$ cat src/rtl/lc4_alu_arbiter.sv
// lc4_alu: combinational LC4 ALU. Produces the arithmetic/logic result,
// the effective address for LDR/STR, or the control-transfer target for
// BR/JMP/JMPR/JSR/JSRR/RTI/TRAP.
// Ports:
//   insn     - 16-bit LC4 instruction
//   pc       - PC of the instruction
//   r1data   - rs operand (destination register value for HICONST)
//   r2data   - rt operand
//   result_c - combinational result; 0 for unused opcodes
//
// lc4_alu_arbiter: round-robin arbiter sharing one lc4_alu between two
// requesters with valid/ready handshakes on request and response sides.
// Ports:
//   clk, rst                 - clock, async active-high reset
//   reqN_valid / reqN_ready  - request handshake (ready is combinational)
//   reqN_insn/pc/r1data/r2data - request operands
//   rspN_valid / rspN_ready  - response handshake
//   rspN_result              - registered ALU result
//   grant_countN             - saturating count of accepted operations

module lc4_alu (
    input  logic [15:0] insn,
    input  logic [15:0] pc,
    input  logic [15:0] r1data,
    input  logic [15:0] r2data,
    output logic [15:0] result_c
);
    localparam int unsigned W = 16;

    logic [W-1:0] imm5, imm6, imm7, uimm7, imm9, imm11;
    logic [W-1:0] pc_inc;
    logic [W-1:0] cmp_b;
    logic         cmp_lt, cmp_eq;

    assign imm5   = {{11{insn[4]}}, insn[4:0]};
    assign imm6   = {{10{insn[5]}}, insn[5:0]};
    assign imm7   = {{9{insn[6]}}, insn[6:0]};
    assign uimm7  = {9'b0, insn[6:0]};
    assign imm9   = {{7{insn[8]}}, insn[8:0]};
    assign imm11  = {{5{insn[10]}}, insn[10:0]};
    assign pc_inc = pc + W'(1);

    // Compare family: subop selects rt / imm7 / uimm7 and signedness
    always_comb begin
        cmp_b = r2data;
        if (insn[8]) begin
            cmp_b = insn[7] ? uimm7 : imm7;
        end
        cmp_eq = (r1data == cmp_b);
        if (insn[7]) begin
            cmp_lt = (r1data < cmp_b);
        end else begin
            cmp_lt = ($signed(r1data) < $signed(cmp_b));
        end
    end

    // Opcode decode
    always_comb begin
        result_c = '0;
        case (insn[15:12])
            4'b0000: result_c = pc_inc + imm9;
            4'b0001: begin
                if (insn[5]) begin
                    result_c = r1data + imm5;
                end else begin
                    case (insn[4:3])
                        2'b00:   result_c = r1data + r2data;
                        2'b01:   result_c = W'(r1data * r2data);
                        2'b10:   result_c = r1data - r2data;
                        default: result_c = (r2data == '0) ? '0 : r1data / r2data;
                    endcase
                end
            end
            4'b0010: result_c = cmp_eq ? W'(0) : (cmp_lt ? W'(16'hFFFF) : W'(1));
            4'b0100: result_c = insn[11] ? ((pc & 16'h8000) | {1'b0, insn[10:0], 4'b0000})
                                         : r1data;
            4'b0101: begin
                if (insn[5]) begin
                    result_c = r1data & imm5;
                end else begin
                    case (insn[4:3])
                        2'b00:   result_c = r1data & r2data;
                        2'b01:   result_c = ~r1data;
                        2'b10:   result_c = r1data | r2data;
                        default: result_c = r1data ^ r2data;
                    endcase
                end
            end
            4'b0110, 4'b0111: result_c = r1data + imm6;
            4'b1000: result_c = r1data;
            4'b1001: result_c = imm9;
            4'b1010: begin
                case (insn[5:4])
                    2'b00:   result_c = r1data << insn[3:0];
                    2'b01:   result_c = W'($signed(r1data) >>> insn[3:0]);
                    2'b10:   result_c = r1data >> insn[3:0];
                    default: result_c = (r2data == '0) ? '0 : r1data % r2data;
                endcase
            end
            4'b1100: result_c = insn[11] ? (pc_inc + imm11) : r1data;
            4'b1101: result_c = {insn[7:0], r1data[7:0]};
            4'b1111: result_c = {8'h80, insn[7:0]};
            default: result_c = '0;
        endcase
    end
endmodule

module lc4_alu_arbiter (
    input  logic        clk,
    input  logic        rst,
    input  logic        req0_valid,
    output logic        req0_ready,
    input  logic [15:0] req0_insn,
    input  logic [15:0] req0_pc,
    input  logic [15:0] req0_r1data,
    input  logic [15:0] req0_r2data,
    input  logic        req1_valid,
    output logic        req1_ready,
    input  logic [15:0] req1_insn,
    input  logic [15:0] req1_pc,
    input  logic [15:0] req1_r1data,
    input  logic [15:0] req1_r2data,
    output logic        rsp0_valid,
    output logic [15:0] rsp0_result,
    input  logic        rsp0_ready,
    output logic        rsp1_valid,
    output logic [15:0] rsp1_result,
    input  logic        rsp1_ready,
    output logic [15:0] grant_count0,
    output logic [15:0] grant_count1
);
    localparam int unsigned W = 16;
    localparam logic [W-1:0] CNT_MAX = 16'hFFFF;

    logic         elig0, elig1;
    logic         grant0, grant1;
    logic         last_grant;
    logic [W-1:0] alu_insn, alu_pc, alu_r1, alu_r2, alu_result;

    // A slot is eligible when empty or drained this same cycle
    assign elig0 = req0_valid && (!rsp0_valid || rsp0_ready);
    assign elig1 = req1_valid && (!rsp1_valid || rsp1_ready);

    // Round-robin: on contention the requester not granted last wins
    assign grant0 = elig0 && (!elig1 || last_grant);
    assign grant1 = elig1 && (!elig0 || !last_grant);

    assign req0_ready = grant0;
    assign req1_ready = grant1;

    // Requester 0 drives the ALU when idle; the result is then discarded
    always_comb begin
        alu_insn = req0_insn;
        alu_pc   = req0_pc;
        alu_r1   = req0_r1data;
        alu_r2   = req0_r2data;
        if (grant1) begin
            alu_insn = req1_insn;
            alu_pc   = req1_pc;
            alu_r1   = req1_r1data;
            alu_r2   = req1_r2data;
        end
    end

    lc4_alu u_alu (
        .insn     (alu_insn),
        .pc       (alu_pc),
        .r1data   (alu_r1),
        .r2data   (alu_r2),
        .result_c (alu_result)
    );

    // Response slot and counter for requester 0
    always_ff @(posedge clk or posedge rst) begin
        if (rst) begin
            rsp0_valid   <= 1'b0;
            rsp0_result  <= '0;
            grant_count0 <= '0;
        end else if (grant0) begin
            rsp0_valid   <= 1'b1;
            rsp0_result  <= alu_result;
            if (grant_count0 != CNT_MAX) begin
                grant_count0 <= grant_count0 + W'(1);
            end
        end else if (rsp0_valid && rsp0_ready) begin
            rsp0_valid <= 1'b0;
        end
    end

    // Response slot and counter for requester 1
    always_ff @(posedge clk or posedge rst) begin
        if (rst) begin
            rsp1_valid   <= 1'b0;
            rsp1_result  <= '0;
            grant_count1 <= '0;
        end else if (grant1) begin
            rsp1_valid   <= 1'b1;
            rsp1_result  <= alu_result;
            if (grant_count1 != CNT_MAX) begin
                grant_count1 <= grant_count1 + W'(1);
            end
        end else if (rsp1_valid && rsp1_ready) begin
            rsp1_valid <= 1'b0;
        end
    end

    // Reset to 1 so requester 0 wins the first contended cycle
    always_ff @(posedge clk or posedge rst) begin
        if (rst) begin
            last_grant <= 1'b1;
        end else if (grant0) begin
            last_grant <= 1'b0;
        end else if (grant1) begin
            last_grant <= 1'b1;
        end
    end
endmodule

$ cat config.mk
export PLATFORM = sky130hd
export DESIGN_NAME = lc4_alu_arbiter
export DESIGN_NICKNAME = d
export VERILOG_FILES = /design/src/rtl/lc4_alu_arbiter.sv
export SDC_FILE = /design/constraint.sdc
export NUM_CORES = 1
export LEC_CHECK = 0
export ABC_AREA = 1
export CAP_MARGIN = 20
export CORE_MARGIN = 3
export CORE_UTILIZATION = 61
export CTS_CLUSTER_SIZE = 16
export DETAILED_ROUTE_END_ITERATION = 6
export MAX_ROUTING_LAYER = met4
export PLACE_DENSITY_LB_ADDON = 0.12
export SLEW_MARGIN = 20
export SYNTH_ARGS = -nofsm -noshare
export SYNTH_HDL_FRONTEND = slang
export SYNTH_SLANG_ARGS = --single-unit
$ cat constraint.sdc
create_clock -name clk -period 44.4 [get_ports clk]
set_clock_uncertainty 0.05 [all_clocks]
set_input_delay 4.44 -clock clk [delete_from_list [all_inputs] [get_ports clk]]
set_output_delay 4.44 -clock clk [all_outputs]
set_load 0.02 [all_outputs]
Word-level counts from Yosys, hierarchy flattened

Index checks and enable logic that the tools add are counted.

Multipliers: 1
Bitwise gates (word level): 6
Divide/modulo/power cells: 2
Multiplexer cells: 25
Shifts and indexed selects: 3
Order comparisons: 2
Equal/unequal tests: 19
Add/subtract/negate cells: 9
Reduce and logical (&&, ||, !) cells: 25

Operator list:

| operator                | number |
|---|---|
| $mux W16                | 14 |
| $pmux W16 S12           | 1 |
| $pmux W16 S3            | 3 |
| $add A16 B16 Y16        | 5 |
| $add A16 B1 Y16 const B | 3 |
| $and A16 B16 Y16        | 2 |
| $lt A16 B16 Y1          | 2 |
| $ne A16 B16 Y1 const B  | 2 |
| $eq A4 B4 Y1 const B    | 6 |
| $div A16 B16 Y16        | 1 |
| $eq A16 B16 Y1          | 1 |
| $eq A4 B3 Y1 const B    | 4 |
| $logic_not A16 Y1       | 1 |
| $mod A16 B16 Y16        | 1 |
| $mul A16 B16 Y16        | 1 |
| $not A16 Y16            | 1 |
| $or A16 B15 Y16         | 1 |
| $or A16 B16 Y16         | 1 |
| $shl A16 B4 Y16         | 1 |
| $shr A16 B4 Y16         | 1 |
| $sshr A16 B4 Y16        | 1 |
| $sub A16 B16 Y16        | 1 |
| $xor A16 B16 Y16        | 1 |
| $mux W1                 | 7 |
| 12 further kinds        | 30 |

Register bits after elaboration: 67
Output and inout port bits: 68
Input bits: 134

Logic depth before layout (Yosys ltp)

Gate-level depths: netlist (run 1).

Word-level depth: 14
Gate-level depth with buffers: 270

By module

A second synthesis (run 1) with hierarchy kept.

Cell total of the unflattened synthesis: 3909
Area, all modules: 23809.1 um^2

Modules (own cells, without submodules):

| module          | area an instance (um^2) | instances | cells an instance | seq. area each (um^2) |
|---|---|---|---|---|
| lc4_alu         | 19677.6                 | 1         | 3272              | 0.0 |
| lc4_alu_arbiter | 4131.5                  | 1         | 637               | 1677.9 |

Worst setup path before layout (run 1)

OpenSTA, ideal clock, no wires.

Kind: in2reg
From: in rsp1_ready
To: reg rsp0_result[15]
Data arrival time: 31.342 ns
Stages on the path: 256
Setup time: 0.113 ns
Slack: 12.895 ns
Cells stage by stage: inv_2 > a21boi_4 > nand2_4 > buf_6 > buf_6 > o21ai_2 > inv_2 > ha_1 > nand3_1 > nor2_1 > nand2_1 > nor2_1 > o21ai_1 > inv_1 > ha_1 > nand2_1 > nand3b_1 > nor2_1 > [... 220 more ...] > a21oi_1 > o21bai_1 > a21o_1 > a21oi_1 > o21ai_0 > nand3_1 > nand2_1 > a21oi_1 > nor2_1 > nor2_1 > xor2_1 > o21ai_0 > inv_1 > nand2_1 > nand2_1 > nand3_1 > nand2_1 > inv_1

Longest elaborated chain between the ends: 11
Elaborated cells on any way between the ends: 68
Those cells by class: add/sub: 7; mul: 1; div: 2; order compare: 2; eq/ne: 17; shift: 3; mux: 19; bitwise: 6; reduce/logical: 11

Ends and longest elaborated chain:

| what                                                     | RTL line | text |
|---|---|---|
| from (decl)                                              | 128      | `input logic rsp1_ready,` |
| $logic_or A1 B1 Y1 (*)                                   | 142      | `assign elig1 = req1_valid && (!rsp1_valid \|\| rsp1_ready);` |
| $logic_and A1 B1 Y1 (*)                                  | 142      |  |
| branches (longest 9 deep; another with $div A16 B16 Y16) | n/a      |  |
| to (signal assigned)                                     | 181      | `rsp0_result <= alu_result;` |
| to (decl)                                                | 124      | `output logic [15:0] rsp0_result,` |

Every way passes the cells marked *.
A chain may end at the register's enable or synchronous reset.

Worst setup path after layout (run 1)

From: in rsp0_ready
To: reg rsp1_result[15]

Longest elaborated chain between the ends: 13
Elaborated cells on any way between the ends: 67
Those cells by class: add/sub: 7; mul: 1; div: 2; order compare: 2; eq/ne: 17; shift: 3; mux: 19; bitwise: 6; reduce/logical: 10

Ends and longest elaborated chain:

| what                                                     | RTL line | text |
|---|---|---|
| from (decl)                                              | 125      | `input logic rsp0_ready,` |
| $logic_or A1 B1 Y1 (*)                                   | 141      | `assign elig0 = req0_valid && (!rsp0_valid \|\| rsp0_ready);` |
| $logic_and A1 B1 Y1 (*)                                  | 141      |  |
| $logic_not A1 Y1 (*)                                     | 146      | `assign grant1 = elig1 && (!elig0 \|\| !last_grant);` |
| $logic_or A1 B1 Y1 (*)                                   | 146      |  |
| $logic_and A1 B1 Y1 (*)                                  | 146      |  |
| branches (longest 8 deep; another with $div A16 B16 Y16) | n/a      |  |
| to (signal assigned)                                     | 198      | `rsp1_result <= alu_result;` |
| to (decl)                                                | 127      | `output logic [15:0] rsp1_result,` |

Marks and branches as above.

==> results of run 1 <==
synth_stat cells, drive strengths merged (28+ instances only):
library cell  instances
a21oi               189
a31oi                28
buf                  62
clkbuf               49
dfrtp                66
fa                   84
ha                  280
inv                 535
nand2               988
nand3               197
nor2                310
nor3                 31
o21ai               286
or2                  59
xnor2                75
xor2                113
per-stage QoR:
stage	hold slack, ns	area [µm²]	utilization
6_report	0.426	25100	0.701
5_1_grt	0.443	25100	0.701
4_1_cts	0.429	25100	0.700
3_5_place_dp	0.414	24800	0.691
3_3_place_gp	0.411	24800	0.691
2_1_floorplan	0.453	22300	-
worst max-delay path by stage:
stage	startpoint	cells past startpoint	slack, ns	end
3_3_place_gp	rsp0_ready	248	6.20	rsp0_result[15]
6_report	rsp0_ready	251	3.96	rsp1_result[15]
5_1_grt	rsp0_ready	253	0.10	rsp0_result[15]
3_5_place_dp	rsp0_ready	251	4.48	rsp1_result[15]
4_1_cts	rsp0_ready	251	4.74	rsp1_result[15]
2_1_floorplan	rsp1_ready	256	12.90	rsp0_result[15]
state kept, by name, indices dropped and copies added, names as in the netlist:
signal	count
grant_count1	16
rsp0_result	16
rsp1_valid	1
grant_count0	16
rsp0_valid	1
rsp1_result	16
last_grant	1
layout make-up:
class,count,area [µm²]
Antenna cell,5,12.5
Clock buffer,11,253
Clock inverter,5,83.8
Fill cell,3044,10700
Inverter,544,2040
Multi-Input combinational cell,2884,18100
Sequential cell,67,1680
Tap cell,461,577
Timing Repair Buffer,254,2410
power by group through the flow:
| stage | Sequential [mW] | Combinational [mW] | Clock [mW] |
|---|---|---|---|
| 2_1_floorplan | 0.115 | 0.941 | 0 |
| 3_3_place_gp | 0.0950 | 1.31 | 0 |
| 3_5_place_dp | 0.0957 | 1.37 | 0 |
| 4_1_cts | 0.0951 | 1.38 | 0.0796 |
| 5_1_grt | 0.0971 | 1.55 | 0.0818 |
| 6_report | 0.0956 | 1.44 | 0.0792 |
worst max-delay path, delay by kind of cell:
family / cells / cell delay, ns
and+or+nand+nor: 149 / 16.91
AOI/OAI and AO/OA: 61 / 10.13
adders and majority gates: 15 / 4.89
buffers and inverters: 25 / 3.89
xor gates and xnor gates: 1 / 0.14
cell families after synthesis:
group                    synth area share
buffers and inverters               0.118
AND/OR/NAND/NOR                     0.316
adder cells (fa/ha/maj)             0.232
AO/OA/AOI/OAI                       0.182
multiplexers                      0.00269
XOR/XNOR                           0.0740
flip-flops                         0.0751
metal layers:
layer  global-route usage  vias to the layer above  routed length [µm]  share of wire
li1                     -                    12000                   -              -
met1                0.564                    12100               33300           0.36
met2                0.707                     1868               39300           0.42
met3                0.127                      559               12800           0.14
met4                0.297                        0                7730          0.083
met5                    -                        -                   0              0
layout by cell type (no fill, tap or decap), types with 11 or more instances in the layout:
| cell type | n |
|---|---|
| o211ai_1 | 23 |
| nand3_1 | 184 |
| xor2_1 | 112 |
| xnor2_1 | 75 |
| o21ai_2 | 26 |
| o221ai_1 | 11 |
| or2_2 | 56 |
| o22ai_1 | 22 |
| nor4_1 | 11 |
| nand3b_1 | 16 |
| clkdlybuf4s50_1 | 201 |
| ha_1 | 280 |
| inv_2 | 23 |
| a21oi_1 | 185 |
| dfrtp_1 | 66 |
| o21ai_1 | 33 |
| buf_4 | 53 |
| nand3_2 | 12 |
| nand2_1 | 951 |
| a211oi_1 | 16 |
| nand2_2 | 33 |
| o21ai_0 | 223 |
| fa_1 | 84 |
| o2111ai_1 | 11 |
| inv_1 | 512 |
| nor3_1 | 29 |
| a31oi_1 | 28 |
| nor2_1 | 297 |
| nand4_1 | 20 |
| o21bai_1 | 25 |
repair_timing:
| item | 4_1_cts | 5_1_grt |
|---|---|---|
| hold endpoints to repair | 0 | 0 |
| endpoints found under the setup margin | 0 | 2 |
| gates resized for setup | 0 | 1 |
==> metrics.md, run 1 <==
| Metric | Value |
|---|---|
| Number of top-level pins | 202 |
| Main synth FF type | dfrtp_1 |
| Die Span X | 197 µm |
| CTS clk-pin slew, worst paths | around 0.060 ns |
| Reg2reg setup slack | 8.12 ns |
| FF+latch count, synth | 67 |
| Site Rows | 69 |
| Crit path DAT | 40.61 ns |
| Syn. warnings | 0 |
| Fin nets | between 4,000 and 5,000 |
| Register share of total power | 0.059 |
| Status | complete, but fails checks |
| Synth Cell Area | 0.0223 mm² |
| Reg2reg end | rsp1_result[15] |
| Synth Area per Inst | a little over 6 µm² |
| Max Slew Vio Count | 0 |
| CTS max path bufs | 2 |
| Post-synth top area cell | nand2_1 |
| Hold path cells | 2 |
| Worst slew margin | 0.242 |
| Final-report setup violation count | 0 |
| Final Instance Count excl. Fillers | 4,231 |
| Critical Path End Type | flip-flop |
| DRC violations left | 3 |
| Via count of the first global-routing pass | roughly 26,000 |
| Num CTS Buffers | 9 |
| RSZ-0062 raised after global routing | false |
| DP HPWL | 70,200 µm |
| Initial Util | 0.624 |
| Final WL | 93,100 µm |
| PortBufs | 201 |
| Design internal power | between 0.6 and 0.7 mW |
| Crit share post-route | 0.911 |
| Placed Cells | 4,210 |
| Seq/Total Area, Yosys | 0.0751 |
| Synth area leaders | nand2_1 16%, ha_1 16%, inv_1 8.6%, fa_1 7.5%, dfrtp_1 7.4% |
| Min cycle time layout | 40.44 ns |
| Post-CTS setup buffer count | 0 |
| Fmax | 24.7 MHz |
| Routed Antenna Nets | 0 |
| DR iter-0 viols | 3,220 |
| Setup ws final | 3.96 ns |
| Clock share of power | 0.049 |
| Root buf cell | clkbuf_16 |
| Most frequent CP cell | nand2_1 |
| Initial antenna violation count | 5 |
| Hold endpoint | rsp1_result[8] |
| Gate Count Post-Synth | 3,606 |
| CP max stage cell | nand2_1 |
| GRT Residual Overflow | 0 |
| EDFF count, synth | 0 |
| Ys async rst share | 1.00 |
| Switching Share | 0.591 |
| Sink Count | 67 |
| CTS tree | yes |
| Routability congestion estimate | 1.12 |
| Power Dens Cells | 64.1 mW/mm² |
| Max Cap Violations | 0 |
| Via density | 6.28 |
| WS Path Type | input pin to flip-flop |
| Critical Path Start Type | input pin |
| Chip Height | 197 µm |
| Delay of the slowest critical-path stage | 0.72 ns |
| Worst Tran Pin Value | 1.14 ns |
| Pin count of the biggest net entering global routing | about 70 |
| H-tree levels | 3 |
| Switching power | 0.951 mW |
| First-pass GRT wire length | 140,000 µm |
| Peak VDD IR | 0.259 mV |
| Combinational power share | 0.891 |
| Drt first pass iters | 7 |
| Final setup TNS | 0 ns |
| RR Startpoint | last_grant |
| Pre-CTS setup slack | approximately 4.5 ns |
| Worst skew pair latency | around 0.33 ns |
| Syn nets | 4,104 |
| Crit-path max FO | 66 |
| Hold buffer count at CTS | 0 |
| Share of cells above drive strength 1 | 0.0685 |
| Post-synth top area share | 0.160 |
| Post-synthesis cell type count | 71 |
| Failing checks | design-rule violations |
| CP Data Required Time | 44.58 ns |
| Hold/Removal Path Class | flip-flop to flip-flop |
| Final Hold Vio Count | 0 |
| Layout area overhead | 12.4% |
| Tot Pwr | 1.61 mW |
| P_leak | 13.2 nW |
| Hold wc startpoint | rsp1_result[8] |
| Reg2reg path depth | 248 |
| Placeable Area | 0.0358 mm² |
| Die area | 0.0390 mm² |
| DR vias | 26,600 |
| Drt wl/cell | 22.0 µm |
| Global Route Usage Sum | 0.472 |
(Power assumes the default switching activity.)
==> inputs of run 2 (changes only) <==
==> constraint.sdc (replaced) <==
create_clock -name clk -period 40.9 [get_ports clk]
set_clock_uncertainty 0.05 [all_clocks]
set_input_delay 4.09 -clock clk [delete_from_list [all_inputs] [get_ports clk]]
set_output_delay 4.09 -clock clk [all_outputs]
set_load 0.02 [all_outputs]
==> metrics.md, run 2 (synthesis results as in run 1) <==
| Metric | Value |
|---|---|
| Fin nets | 4,269 (+0.26%) |
| Commonest non-fill, non-tap cells in the layout | 945 x nand2_1, 508 x inv_1, 296 x nor2_1 |
| First-pass GRT wire length | 141,000 µm (+1.1%) |
| Final Util | 0.704 (+0.00311) |
| Via density | 6.29 (+0.23%) |
| Delay of the slowest critical-path stage | 0.47 ns (-0.25 ns) |
| CP max stage cell | clkdlybuf4s50_1 |
| Fmax | about 27 MHz |
| GRT Residual Overflow | 0 (unchanged) |
| Layout area overhead | 12.9% |
| Routed Antenna Nets | 0 (unchanged) |
| Worst Tran Pin Value | 1.05 ns (-0.0844 ns) |
| Global Route Usage Sum | 0.478 (+0.00562) |
| Tot Pwr | 1.75 mW (+8.7%) |
| Peak VDD IR | 0.240 mV (-7.6%) |
| CTS max path bufs | 2 (unchanged) |
| Hold buffer count at CTS | 0 (unchanged) |
| Power Dens Cells | 69.4 mW/mm² (+8.2%) |
| Crit-path max FO | 32 (-52%) |
| Min cycle time layout | 37.46 ns |
| Die Span X | 197 µm (unchanged) |
| Via count of the first global-routing pass | 25,500 (-0.18%) |
| Drt wl/cell | 22.1 µm (+0.40%) |
| Most frequent CP cell | nand2_1 |
| CTS tree | yes |
| Initial antenna violation count | 2 (-3) |
| Chip Height | 197 µm (unchanged) |
| Worst slew margin | 0.291 (+0.0489) |
| Final WL | 93,700 µm (+0.64%) |
| Sink Count | 67 (unchanged) |
| Crit share post-route | 0.916 |
| Hold wc startpoint | rsp0_result[5] |
| CTS clk-pin slew, worst paths | 0.07 ns (about the same) |
| Commonest non-fill, non-tap cell in the layout | nand2_1 |
| Die area | 0.0390 mm² (unchanged) |
| Worst setup path startpoint | rsp1_ready |
| Drt first pass iters | 6 (-1) |
| Hold/Removal Path Class | flip-flop to flip-flop |
| Initial Util | 0.624 (unchanged) |
| WS Path Type | input pin to flip-flop |
| Routability congestion estimate | 1.12 (+0.35%) |
| Final-report setup violation count | 0 (unchanged) |
| Critical Path End Type | flip-flop |
| Max Slew Vio Count | 0 (unchanged) |
| DR vias | 26,700 (+0.46%) |
| Root buf cell | clkbuf_16 |
| Critical Path Start Type | input pin |
| DRC violations left | 0 (-3) |
| Status | completed |
| DR iter-0 viols | 3,341 (+3.8%) |
| Worst skew pair latency | 0.36 ns (+0.03 ns) |
| Number of top-level pins | 202 (unchanged) |
| Num CTS Buffers | 9 (unchanged) |
| RR Startpoint | rsp1_valid |
| Share of cells above drive strength 1 | 0.0747 (+0.00616) |
| Placeable Area | 0.0358 mm² (unchanged) |
| Final Hold Vio Count | 0 (unchanged) |
| Crit path DAT | 37.71 ns (-2.90 ns) |
| H-tree levels | 3 (unchanged) |
| Site Rows | 69 (unchanged) |
| DP HPWL | 70,600 µm (+0.53%) |
| P_leak | 13.2 nW (+0.24%) |
| Pin count of the biggest net entering global routing | 68 (unchanged) |
| PortBufs | 201 (unchanged) |
| CP Data Required Time | 41.15 ns (-3.43 ns) |
| Max Cap Violations | 0 (unchanged) |
## run 2: report_power, final
group	leakage [nW]	switching, mW	internal (mW)	total, mW
registers	0.836	0.0186	0.0864	0.105
clock network	0.145	0.0340	0.0483	0.0823
logic	12.2	0.988	0.574	1.56
## run 2: stage by stage
stage	std cells	TNS (ns)	hold slack [ns]	worst slack (ns)	area, µm²
floorplan	3606	0	0.453	9.75	22300
global placement	4210	0	0.414	3.53	24800
detailed placement	4210	0	0.415	1.39	24800
CTS	4226	0	0.430	1.64	25100
global route	4239	-0.176	0.461	-0.0952	25200
finish	4241	0	0.429	3.44	25200
## run 2: final timing paths
path	slack [ns]	to	depth (start not counted)
min in group asynchronous	4.25	grant_count0[6]	3
max in group asynchronous	35.97	rsp0_result[5]	3
worst max register to register	7.23	rsp0_result[15]	246
worst max-delay path	3.44	rsp0_result[15]	248
worst min-delay path	0.43	rsp0_result[5]	2
worst min register to register	0.43	rsp0_result[5]	2
## run 2: critical path, delay by kind of cell
family	cells	cell delay, ns
AO/OA/AOI/OAI	65	11.23
adder cells (fa/ha/maj)	15	4.88
AND/OR/NAND/NOR	140	13.95
buffers and inverters	27	3.41
XOR/XNOR	1	0.14
## run 2: repair_timing
action                                  in CTS  in global routing
setup buffers                                0                 10
resized for setup                            0                 22
endpoints found under the setup margin       0                 32
## run 2: metal layers
layer,vias up,global-route usage,part of all wire
met2,1852,0.718,0.42
met4,0,0.278,0.078
met3,583,0.166,0.14
met5,-,-,0
li1,12100,-,-
met1,12200,0.554,0.36
## run 2: layout make-up
class                           instances  area, µm²
Clock buffer                            9        225
Multi-Input combinational cell       2885      18100
Fill cell                            3001      10600
Clock inverter                          7       82.6
Inverter                              544       2060
Tap cell                              461        577
Antenna cell                            4       10.0
Sequential cell                        67       1680
Timing Repair Buffer                  264       2490
==> variant, RTL diff (config.mk and constraints of run 2) <==
Remove the case item `2'b00` of the case on `insn[5:4]`.
--- a/src/rtl/lc4_alu_arbiter.sv
+++ b/src/rtl/lc4_alu_arbiter.sv
@@ -93,3 +93,2 @@
                 case (insn[5:4])
-                    2'b00:   result_c = r1data << insn[3:0];
                     2'b01:   result_c = W'($signed(r1data) >>> insn[3:0]);
Behaviour: not the same (Yosys sat finds a counterexample within 4 cycles, from zero or initial values and one cycle with rst high).
==> variant against run 2 <==
Critical path depth grew 2; cell area shrank 2.3%; synthesized area shrank 2.0%; setup slack improved by 0.00051 ns; sequential cell count stayed put; clock power decreased by 3.9%; worst hold slack is essentially flat; maximum frequency about the same; wire length down 4.8%; utilization grew 0.095 points; total power increased by 5.0%; critical path type unchanged; largest power group unchanged; highest routed layer unchanged.
==> variant: results (changes against run 2) <==
stage;metric;value;unit;change
outcome;status;finished, final reports clean;;
final_layout;nets;4151;;-2.8%
placed_design;place_area;24300;um2;-1.9%
clock_network;cts_buffers;9;;unchanged
routing;drtPass1Iterations;7;;+1
final_layout;fillers;2993;;-0.27%
timing;fin_ws;3.44;ns;+0.000510 ns
routing;routed_via_density;6.34;;+0.73%
synthesis;synth_area_leaders;ha_1 16%, nand2_1 15%, inv_1 8.5%;;
power;ir_drop;0.000368;V;+54%
clock_network;clk_pin_slew;0.05;ns;-0.02 ns
synthesis;synth.area.mux_share;0.229;%;-0.040 points
synthesis;synth.avg_cell_area;6.27;um2;+1.2%
synthesis;yosysSeqAreaShare;7.67;%;+0.16 points
worst_setup_path;worstSetupStartpoint;req1_valid;;
clock_network;clk_latency;0.33;ns;-0.03 ns
global_routing;grt_pass1_wl;135000;um;-4.2%
synthesis;synth_fp_nets;3990;;-2.8%
worst_setup_path;worst-r2r-setup-slack;7.28;ns;+0.05 ns
power;leakagePower;12.9;nW;-2.6%
worst_setup_path;cp_top_family;simple AND/OR/NAND/NOR gates;;
placed_design;preCtsSetupSlack;1.95;ns;+0.561 ns
routing;drt_iter0_markers;3584;;+7.3%
placed_design;dp_hpwl;68600;um;-2.8%
timing;relSlewSlack;37.5;%;+8.4 points
worst_setup_path;critPathMaxFanout;57;;+78%
synthesis;synthAdderAreaFrac;23.7;%;+0.54 points
synthesis;synthXorXnorAreaFrac;7.60;%;+0.20 points
hold_path;min_from;rsp1_result[15]$_DFFE_PP0N_;;
placed_design;gp_congestion;1.12;;+0.27%
global_routing;antenna_found_initial;1;;-1
global_routing;grt_pass1_vias;25200;;-1.5%
global_routing;grt_usage;45.7;%;-2.1 points
worst_setup_path;r2r_cells;248;;+0.81%
final_layout;instances_no_fill;4112;;-3.0%
synthesis;synth_commonest_cells;876 x nand2_1, 496 x inv_1, 303 x nor2_1;;
routing;wl;89200;um;-4.8%
power;power.internal;0.000755;W;+6.5%
worst_setup_path;r2r_start;last_grant$_DFFE_PP1P_;;
synthesis;synth_compound_area_share;17.6;%;-0.56 points
timing;fin_hold_ws;0.428;ns;-0.000457 ns
==> variant: changes by cell type after synthesis, moves of 12 or more <==
cell / before / now
buf_4: 20 / 8
inv_1: 513 / 496
nand2_1: 951 / 876
nand3_1: 184 / 156
o21ai_0: 224 / 187
==> variant: final cells by class <==
cell class	instances	area, um2	share of cell area, %
Multi-Input combinational cell	2790	17700	71.9
Timing Repair Buffer	243	2330	9.47
Inverter	541	2040	8.26
Sequential cell	67	1680	6.81
Tap cell	455	569	2.31
Clock buffer	13	260	1.06
Clock inverter	2	35.0	0.142
Antenna cell	1	2.50	0.0102
==> variant: repair_timing <==
| action | in CTS | in global routing |
|---|---|---|
| gates resized for setup | 0 | 11 |
| buffers inserted | 0 | 3 |
| setup endpoints to repair | 0 | 32 |
==> variant: layer usage <==
metal | part of all wire (%) | GRT usage, %
met1 | 36 | 55.2
met2 | 42 | 68.9
met3 | 14 | 13.1
met4 | 7.4 | 24.4
met5 | 0 | -
